**config.mk**
```make
export PLATFORM = sky130hd
export DESIGN_NAME = wbi_cmd_arbiter
export DESIGN_NICKNAME = d
export VERILOG_FILES = /design/src/rtl/wbi_cmd_arbiter_pkg.sv /design/src/rtl/wbi_cmd_arbiter_rr_pick.sv /design/src/rtl/wbi_cmd_arbiter.sv
export SDC_FILE = /design/constraint.sdc
export NUM_CORES = 1
export LEC_CHECK = 0
export BUFFER_PORTS_ARGS = -buffer_cell sky130_fd_sc_hd__buf_2
export CAP_MARGIN = 20
export CELL_PAD_IN_SITES_DETAIL_PLACEMENT = 0
export CELL_PAD_IN_SITES_GLOBAL_PLACEMENT = 1
export CORE_AREA = 4 4 202 204
export DETAILED_ROUTE_END_ITERATION = 7
export DIE_AREA = 0 0 206 208
export GPL_TIMING_DRIVEN = 0
export PLACE_DENSITY_LB_ADDON = 0.25
export SLEW_MARGIN = 20
export SYNTH_ARGS = -nofsm -noshare
export SYNTH_HDL_FRONTEND = slang
export SYNTH_SLANG_ARGS = --single-unit
```
**constraint.sdc**
```tcl
create_clock -name mclk -period 3.3 [get_ports mclk]
set_input_delay 0.66 -clock mclk [delete_from_list [all_inputs] [get_ports mclk]]
set_output_delay 0.66 -clock mclk [all_outputs]
set_load 0.01 [all_outputs]
```
**src/rtl/wbi_cmd_arbiter_pkg.sv**
```systemverilog
// wbi_arb_pkg: shared FSM state type and round-robin pick function for the command arbiter
package wbi_arb_pkg;
    typedef enum logic [1:0] {IDLE, CMD, WRITE, RESP} state_t;
    function automatic logic [2:0] rr_pick(input logic [7:0] req, input logic [2:0] ptr, input int nm);
        logic [2:0] idx;
        int k;
        idx = ptr;
        // walk offsets downward so the smallest offset from ptr wins
        for (int i = 7; i >= 0; i--) begin
            k = (int'(ptr) + i) % nm;
            if (i < nm && req[k[2:0]]) idx = k[2:0];
        end
        return idx;
    endfunction
endpackage

```
**src/rtl/wbi_cmd_arbiter_rr_pick.sv**
```systemverilog
// wbi_rr_pick: round-robin priority encoder; i_req/i_ptr in, o_idx winner and o_any out
module wbi_rr_pick
    import wbi_arb_pkg::*;
#(
    parameter int NM = 4,
    parameter int IW = 2
) (
    input  logic [NM-1:0] i_req,
    input  logic [IW-1:0] i_ptr,
    output logic [IW-1:0] o_idx,
    output logic          o_any
);
    assign o_idx = IW'(rr_pick(8'(i_req), 3'(i_ptr), NM));
    assign o_any = |i_req;
endmodule

```
**src/rtl/wbi_cmd_arbiter.sv**
```systemverilog
// wbi_cmd_arbiter: round-robin share of one cmd/resp channel among NM masters, grant held per transaction
// Ports: mclk/reset; m_cmd_* upstream command ports; m_res_* upstream responses (data/flags broadcast);
// s_cmd_*/s_res_* slave channel; gnt_o one-hot owner; tid_err_o sticky response-tid mismatch.
module wbi_cmd_arbiter
    import wbi_arb_pkg::*;
#(
    parameter int NM = 4,
    parameter int AW = 32,
    parameter int DW = 32,
    parameter int BW = 4,
    parameter int BL = 10
) (
    input  logic             mclk,
    input  logic             reset,
    input  logic [NM-1:0]    m_cmd_wval_i,
    output logic [NM-1:0]    m_cmd_wrdy_o,
    input  logic [NM*AW-1:0] m_cmd_adr_i,
    input  logic [NM-1:0]    m_cmd_we_i,
    input  logic [NM*DW-1:0] m_cmd_dat_i,
    input  logic [NM*BW-1:0] m_cmd_sel_i,
    input  logic [NM*4-1:0]  m_cmd_tid_i,
    input  logic [NM*BL-1:0] m_cmd_bl_i,
    input  logic [NM-1:0]    m_res_rrdy_i,
    output logic [NM-1:0]    m_res_rval_o,
    output logic [DW-1:0]    m_res_dat_o,
    output logic             m_res_ack_o,
    output logic             m_res_lack_o,
    output logic             m_res_err_o,
    output logic [3:0]       m_res_tid_o,
    input  logic             s_cmd_wrdy_i,
    output logic             s_cmd_wval_o,
    output logic [AW-1:0]    s_cmd_adr_o,
    output logic             s_cmd_we_o,
    output logic [DW-1:0]    s_cmd_dat_o,
    output logic [BW-1:0]    s_cmd_sel_o,
    output logic [3:0]       s_cmd_tid_o,
    output logic [BL-1:0]    s_cmd_bl_o,
    output logic             s_res_rrdy_o,
    input  logic             s_res_rval_i,
    input  logic [DW-1:0]    s_res_dat_i,
    input  logic             s_res_ack_i,
    input  logic             s_res_lack_i,
    input  logic             s_res_err_i,
    input  logic [3:0]       s_res_tid_i,
    output logic [NM-1:0]    gnt_o,
    output logic             tid_err_o
);
    localparam int IW = (NM > 2) ? $clog2(NM) : 1;

    state_t        r_state;
    logic [IW-1:0] r_rr_ptr, r_gnt_idx;
    logic [BL-1:0] r_cnt;
    logic [3:0]    r_cap_tid;
    logic          r_tid_err;
    logic [IW-1:0] w_pick, w_next;
    logic          w_any, w_fwd, w_resp, w_beat, w_rsp;
    logic [NM-1:0] w_onehot;

    wbi_rr_pick #(.NM(NM), .IW(IW)) u_pick (
        .i_req (m_cmd_wval_i),
        .i_ptr (r_rr_ptr),
        .o_idx (w_pick),
        .o_any (w_any)
    );

    assign w_fwd    = (r_state == CMD) || (r_state == WRITE);
    assign w_resp   = r_state == RESP;
    assign w_onehot = NM'(1) << r_gnt_idx;
    assign w_next   = (r_gnt_idx == IW'(NM-1)) ? '0 : r_gnt_idx + IW'(1);

    assign s_cmd_adr_o = m_cmd_adr_i[int'(r_gnt_idx)*AW +: AW];
    assign s_cmd_we_o  = m_cmd_we_i[r_gnt_idx];
    assign s_cmd_dat_o = m_cmd_dat_i[int'(r_gnt_idx)*DW +: DW];
    assign s_cmd_sel_o = m_cmd_sel_i[int'(r_gnt_idx)*BW +: BW];
    assign s_cmd_tid_o = m_cmd_tid_i[int'(r_gnt_idx)*4 +: 4];
    assign s_cmd_bl_o  = m_cmd_bl_i[int'(r_gnt_idx)*BL +: BL];

    assign s_cmd_wval_o = w_fwd & m_cmd_wval_i[r_gnt_idx];
    assign m_cmd_wrdy_o = (w_fwd & s_cmd_wrdy_i) ? w_onehot : '0;
    assign s_res_rrdy_o = w_resp & m_res_rrdy_i[r_gnt_idx];
    assign m_res_rval_o = (w_resp & s_res_rval_i) ? w_onehot : '0;
    assign gnt_o        = (r_state != IDLE) ? w_onehot : '0;
    assign tid_err_o    = r_tid_err;

    assign m_res_dat_o  = s_res_dat_i;
    assign m_res_ack_o  = s_res_ack_i;
    assign m_res_lack_o = s_res_lack_i;
    assign m_res_err_o  = s_res_err_i;
    assign m_res_tid_o  = s_res_tid_i;

    assign w_beat = s_cmd_wval_o & s_cmd_wrdy_i;
    assign w_rsp  = s_res_rval_i & s_res_rrdy_o;

    always_ff @(posedge mclk) begin
        if (reset) begin
            r_state   <= IDLE;
            r_rr_ptr  <= '0;
            r_gnt_idx <= '0;
            r_cnt     <= '0;
            r_cap_tid <= '0;
            r_tid_err <= 1'b0;
        end else begin
            case (r_state)
                IDLE: if (w_any) begin
                    r_gnt_idx <= w_pick;
                    r_state   <= CMD;
                end
                CMD: if (w_beat) begin
                    r_cap_tid <= s_cmd_tid_o;
                    if (!s_cmd_we_o) r_state <= RESP;
                    // a zero burst count behaves as a single beat
                    else if (s_cmd_bl_o <= BL'(1)) begin
                        r_state  <= IDLE;
                        r_rr_ptr <= w_next;
                    end else begin
                        r_cnt   <= s_cmd_bl_o - BL'(1);
                        r_state <= WRITE;
                    end
                end
                WRITE: if (w_beat) begin
                    r_cnt <= r_cnt - BL'(1);
                    if (r_cnt == BL'(1)) begin
                        r_state  <= IDLE;
                        r_rr_ptr <= w_next;
                    end
                end
                RESP: if (w_rsp) begin
                    if (s_res_tid_i != r_cap_tid) r_tid_err <= 1'b1;
                    if (s_res_lack_i) begin
                        r_state  <= IDLE;
                        r_rr_ptr <= w_next;
                    end
                end
                default: r_state <= IDLE;
            endcase
        end
    end
endmodule
```
---- After elaboration in Yosys (flattened, before gate mapping) ----
Cells that the tools add are included.
Widths: inputs -> output; s select.
operators by class
  $lt $le $gt $ge ......................... 6
  multipliers ............................. 1
  add/sub/neg operators ................... 6
  multiplexer cells ....................... 44
  shift-type cells ........................ 6
  equal/unequal tests ..................... 15
  reductions and logical operators ........ 15
  bitwise gates (word level) .............. 9
operator list
  operator               count
  $shiftx 128x8->32      2
  $mux 10                4
  $mux 2                 20
  $shiftx 40x7->10       1
  $shiftx 16x5->4        2
  $pmux 10 s2            1
  $sub 10x1->10 const B  2
  $lt 3x4->1 const B     3
  $mux 4                 3
  $eq 10x1->1 const B    1
  $le 10x1->1 const B    1
  $ne 2x2->1 const B     5
  $bmux 1 s3             3
  $bmux 1 s2             4
  $ne 2x1->1 const B     4
  $pmux 2 s4             1
  $reduce_and 8->1       1
  $mux 1                 7
  $and 1x1->1            6
  $eq 2x2->1 const B     3
  $pmux 2 s3             1
  $reduce_and 6->1       1
  $reduce_or 2->1        3
  $mul 2x3->5 const B    1
  other kinds (16)       22
storage, ports and cells
  word-level logic and storage cells ...... 108
  input bits .............................. 383
  register bits after elaboration ......... 21
  output and inout port bits .............. 137

---- Depth between registers and ports, before layout ----
  depth after elaboration ................. 9
  depth in mapped cells ................... 13
  gate-level depth less buffers ........... 9

---- Cells and area by module ----
From an unflattened synthesis, not the netlist that was laid out.
second synthesis, totals
  cell total of the unflattened synthesis .. 359
  area, all modules ....................... 3975.1 um^2
by module, submodules not included
  module           seq. area each (um^2)  times used  area an instance (um^2)  cells each
  wbi_cmd_arbiter  420.4                  1           3883.7                   344
  wbi_rr_pick      0.0                    1           91.3                     15

---- Least setup slack after synthesis ----
OpenSTA, ideal clock, no wires.
  path kind ............................... flip-flop to flip-flop
  start point ............................. register r_gnt_idx[0]
  end point ............................... register r_cnt[8]
  stages on the path, launching flop included .. 12
  setup time .............................. 88 ps
  required time ........................... 3212 ps
  data arrival time ....................... 2805 ps
  buffers on the path ..................... 3
  setup slack ............................. 407 ps
  period minus slack after synthesis ...... 2893 ps
  cells stage by stage .................... dfxtp_1 > buf_6 > buf_4 > mux4_2 > ha_1 > o21ai_0 > o22ai_1 > and3_4 > o41a_1 > buf_6 > or3_1 > o32ai_2
between the ends
  cells in the longest elaborated chain, start to end .. 7
  elaborated cells on any way between the ends .. 19
  classes of those cells .................. 1 x add/sub; 1 x mul; 1 x order compare; 4 x eq/ne; 1 x shift; 8 x mux; 2 x bitwise; 1 x reduce/logical
RTL lines
  item                    line                    text
  from (decl)             wbi_cmd_arbiter.sv:51   logic [IW-1:0] r_rr_ptr, r_gnt_idx;
  from (signal assigned)  wbi_cmd_arbiter.sv:105  r_gnt_idx <= w_pick;
  $mul 2x3->5 (*)         wbi_cmd_arbiter.sv:76   assign s_cmd_bl_o = m_cmd_bl_i[int'(r_gnt_idx)*BL +: BL];
  $shiftx 40x7->10 (*)    wbi_cmd_arbiter.sv:76
  via s_cmd_bl_o[0]       wbi_cmd_arbiter.sv:37   output logic [BL-1:0] s_cmd_bl_o,
  $sub 10x1->10           wbi_cmd_arbiter.sv:116  r_cnt <= s_cmd_bl_o - BL'(1);
  $mux 10                 wbi_cmd_arbiter.sv:112  else if (s_cmd_bl_o <= BL'(1)) begin
  $mux 10                 wbi_cmd_arbiter.sv:110  if (!s_cmd_we_o) r_state <= RESP;
  $mux 10                 wbi_cmd_arbiter.sv:108  CMD: if (w_beat) begin
  $pmux 10 s2             wbi_cmd_arbiter.sv:103  case (r_state)
  to (signal assigned)    wbi_cmd_arbiter.sv:116
  to (signal assigned)    wbi_cmd_arbiter.sv:121  r_cnt <= r_cnt - BL'(1);
  to (decl)               wbi_cmd_arbiter.sv:52   logic [BL-1:0] r_cnt;
The timed path passes the listed nets; every way through them passes the cells marked *. The select of a mux whose other input is x is not followed.
A chain may end at the register's enable or synchronous reset.

---- Worst setup path in the final report ----
  start point ............................. register r_gnt_idx[1]
  end point ............................... output port s_cmd_dat_o[18]
between the ends
  cells in the longest elaborated chain, start to end .. 1
RTL lines
  item               line                   text
  $shiftx 128x8->32  wbi_cmd_arbiter.sv:73  assign s_cmd_dat_o = m_cmd_dat_i[int'(r_gnt_idx)*DW +: DW];
  to (decl)          wbi_cmd_arbiter.sv:34  output logic [DW-1:0] s_cmd_dat_o,
Every way passes these cells.

==> impl_metrics.json <==
{
  "hold_class": "flip-flop to flip-flop",
  "h-tree-depth": 1,
  "reg2reg_depth": 10,
  "cts_made_buffers": 3,
  "worst-path-buf-inv": 5,
  "clk_latency_ns": 0.27,
  "ys_ff_latch": 21,
  "cp_slowest_cell": "clkbuf_1",
  "post-place-ws_ns": -0.387,
  "path_clk_slew_ns": 0.08,
  "grt_pass1_vias": 5525,
  "drive_gt1_frac": 0.756,
  "synth.area.top_cells": "mux4_2 (46%), dfxtp_1 (11%), buf_4 (7.9%), ha_1 (3.8%), xnor2_1 (2.4%)",
  "yosys_warnings": 0,
  "synth_top_area_share": 0.462,
  "dp_hpwl_um": 28500,
  "cap_viol_max_count": 0,
  "status": "completed",
  "timing.critical_path.mode_cell": "buf_4",
  "power_density_nw_per_um2": 419,
  "end_kind": "primary output",
  "grt-ovfl-total": 0,
  "initial_core_util": 0.102,
  "design_area_um2": 7220,
  "critPathMaxFanout": 10,
  "synth_edf_count": 0,
  "drt-initial-drc-count": 181,
  "rows": 73,
  "io_buffer_count": 485,
  "critPathMaxStageDelay_ns": 0.49,
  "ys.flop_type": "dfxtp_1",
  "vias_per_cell": 3.79,
  "relSlewSlack": 0.578,
  "setup.worst_path.start_class": "flip-flop",
  "antenna_found_initial": 15,
  "area_delta_synth_final_pct": 80.6,
  "ios": 520,
  "critPathLaunch": "r_gnt_idx[1]$_SDFFE_PP0P_",
  "rsz0062_at_grt": "false",
  "fin_crit_ns": 3.13,
  "wl_per_cell_um": 22.2,
  "synth-seq-area-share": 0.105,
  "die_w_um": 206,
  "dr_total_vias": 5239,
  "grt_start_max_net_pins": 19,
  "fin_crit_sh": 0.949,
  "nets": 1243,
  "clockRootBuffer": "clkbuf_16",
  "synth_area_per_cell_um2": 11.2,
  "worstPathRequired_ns": 2.64,
  "path_cells": "buf_4 > buf_4 > clkbuf_4 > clkbuf_1 > mux4_2 > buf_2",
  "gp_congestion": 0.908,
  "synth.distinct_cells": 49,
  "crit_cells": 6,
  "clockBufferDepth": 2,
  "synth_top_cell_by_area": "mux4_2",
  "wirelength_um": 30600,
  "final_common_cell": "buf_2",
  "maxSlewViolCount": 0,
  "worst_pin_slew_ns": 0.629,
  "finalHoldViolCount": 0,
  "die-area_um2": 42800,
  "fin_skew_ns": 0.0136,
  "mostFrequentLayoutCells": "buf_2 (490), mux4_2 (82), buf_4 (45), nor2_1 (25), dfxtp_1 (21)",
  "path_class": "flip-flop to primary output",
  "netlist_area_um2": 4000,
  "dpl_cell_area_um2": 7080,
  "crit_end": "s_cmd_dat_o[18]",
  "tritoncts": "done",
  "ir_drop_uv": 179,
  "core_um2": 39300,
  "r2r_end": "r_cnt[8]$_SDFFE_PP0P_",
  "timing.final.ws_setup_ns": 0.169,
  "fp.dieH_um": 208,
  "ant_nets": 0,
  "drtPass1Iterations": 4,
  "timing.rr.start": "r_gnt_idx[0]$_SDFFE_PP0P_",
  "async_flop_share": 0,
  "synth_fp_nets": 753,
  "rrSetupSlack_ns": 0.30,
  "grt_usage": 0.134,
  "cp_top_family": "buffers and inverters",
  "synthCells": 358,
  "drc": 0,
  "finalSetupViolCount": 0,
  "arrival_ns": 2.47,
  "grt_first_pass_wirelength_um": 41700,
  "cts_hold_buf": 0,
  "leakage_nw": 3.40,
  "cts_sinks": 21,
  "final_core_util": 0.184,
  "max_freq_ghz": 0.319
}
[synthesized netlist by cell type (all sizes together), types with 3 or more instances]
cell / instances
mux4: 84
buf: 54
nor2: 25
dfxtp: 21
a21oi: 19
inv: 16
ha: 12
nand2: 12
clkbuf: 11
xnor2: 11
and3: 9
nor3: 8
o21ai: 8
mux2i: 7
a211o: 6
nand3: 6
nor2b: 5
o32ai: 5
or3: 5
nand2b: 4
nor4: 3
o22ai: 3
[worst min-delay path, delay by kind of cell, from the launching register on]
| family | cells | cell delay, ns |
|---|---|---|
| AOI/OAI and AO/OA | 1 | 0.04 |
| DFF | 1 | 0.33 |
| and+or+nand+nor | 1 | 0.07 |
[cell type report]
type / instances / area, um^2
Fill cell: 4540 / 32100
Clock buffer: 3 / 75.1
Antenna cell: 9 / 22.5
Clock inverter: 1 / 7.51
Inverter: 16 / 60.1
Multi-Input combinational cell: 256 / 3080
Tap cell: 525 / 657
Sequential cell: 21 / 420
Timing Repair Buffer: 486 / 2430
Buffer: 64 / 460
[worst min path at each step]
| stage | depth (start not counted) | slack [ns] | to | from |
|---|---|---|---|---|
| 2_1_floorplan | 2 | 0.45 | r_rr_ptr[0]$_SDFFE_PP0P_ | r_rr_ptr[0]$_SDFFE_PP0P_ |
| 3_3_place_gp | 2 | 0.46 | tid_err_o$_SDFFE_PP0P_ | tid_err_o$_SDFFE_PP0P_ |
| 3_5_place_dp | 2 | 0.47 | tid_err_o$_SDFFE_PP0P_ | tid_err_o$_SDFFE_PP0P_ |
| 4_1_cts | 2 | 0.48 | tid_err_o$_SDFFE_PP0P_ | tid_err_o$_SDFFE_PP0P_ |
| 5_1_grt | 2 | 0.52 | r_cnt[4]$_SDFFE_PP0P_ | r_cnt[4]$_SDFFE_PP0P_ |
| 6_report | 2 | 0.47 | tid_err_o$_SDFFE_PP0P_ | tid_err_o$_SDFFE_PP0P_ |
[sequential cells by signal, indices dropped and copies added (netlist names)]
register	flops
r_state	2
r_cnt	10
r_gnt_idx	2
r_cap_tid	4
tid_err_o	1
r_rr_ptr	2
[metrics by stage]
step	setup TNS (ns)	std cells	hold slack, ns	total power (W)
finish	0	1381	0.475	0.00303
global route	0	1376	0.516	0.00327
CTS	0	1371	0.483	0.00310
detailed placement	-9.13	1368	0.468	0.00280
global placement	-38.72	1368	0.462	0.00281
floorplan	0	358	0.455	0.00175
[power breakdown]
| part | total (W) | switching, W | internal, W |
|---|---|---|---|
| sequential | 0.000323 | 0.0000342 | 0.000289 |
| combinational | 0.00242 | 0.00129 | 0.00113 |
| clock | 0.000284 | 0.000119 | 0.000165 |
[cells by family (layout without fill, tap and decap cells)]
family          Yosys count  in the layout  synth area share
simple gates             86             86             0.117
xor+xnor                 13             13            0.0285
flops                    21             21             0.105
fa+ha+maj                12             12            0.0376
buf+inv                  81            570             0.125
compound gates           52             52            0.0889
other cells               0              9                 0
mux                      93             93             0.498
[metal layers]
layer | track usage | up-vias | wire, um
li1 | - | 2393 | -
met1 | 0.157 | 2537 | 11600
met2 | 0.248 | 273 | 16100
met3 | 0.0390 | 28 | 2560
met4 | 0.0163 | 8 | 333
met5 | 0 | - | 48
[what timing repair did]
action	CTS	global route
endpoints found under the setup margin	77	7
setup buffers	0	1
gates cloned	0	0
resized for setup	11	4
(Power assumes the default switching activity.)
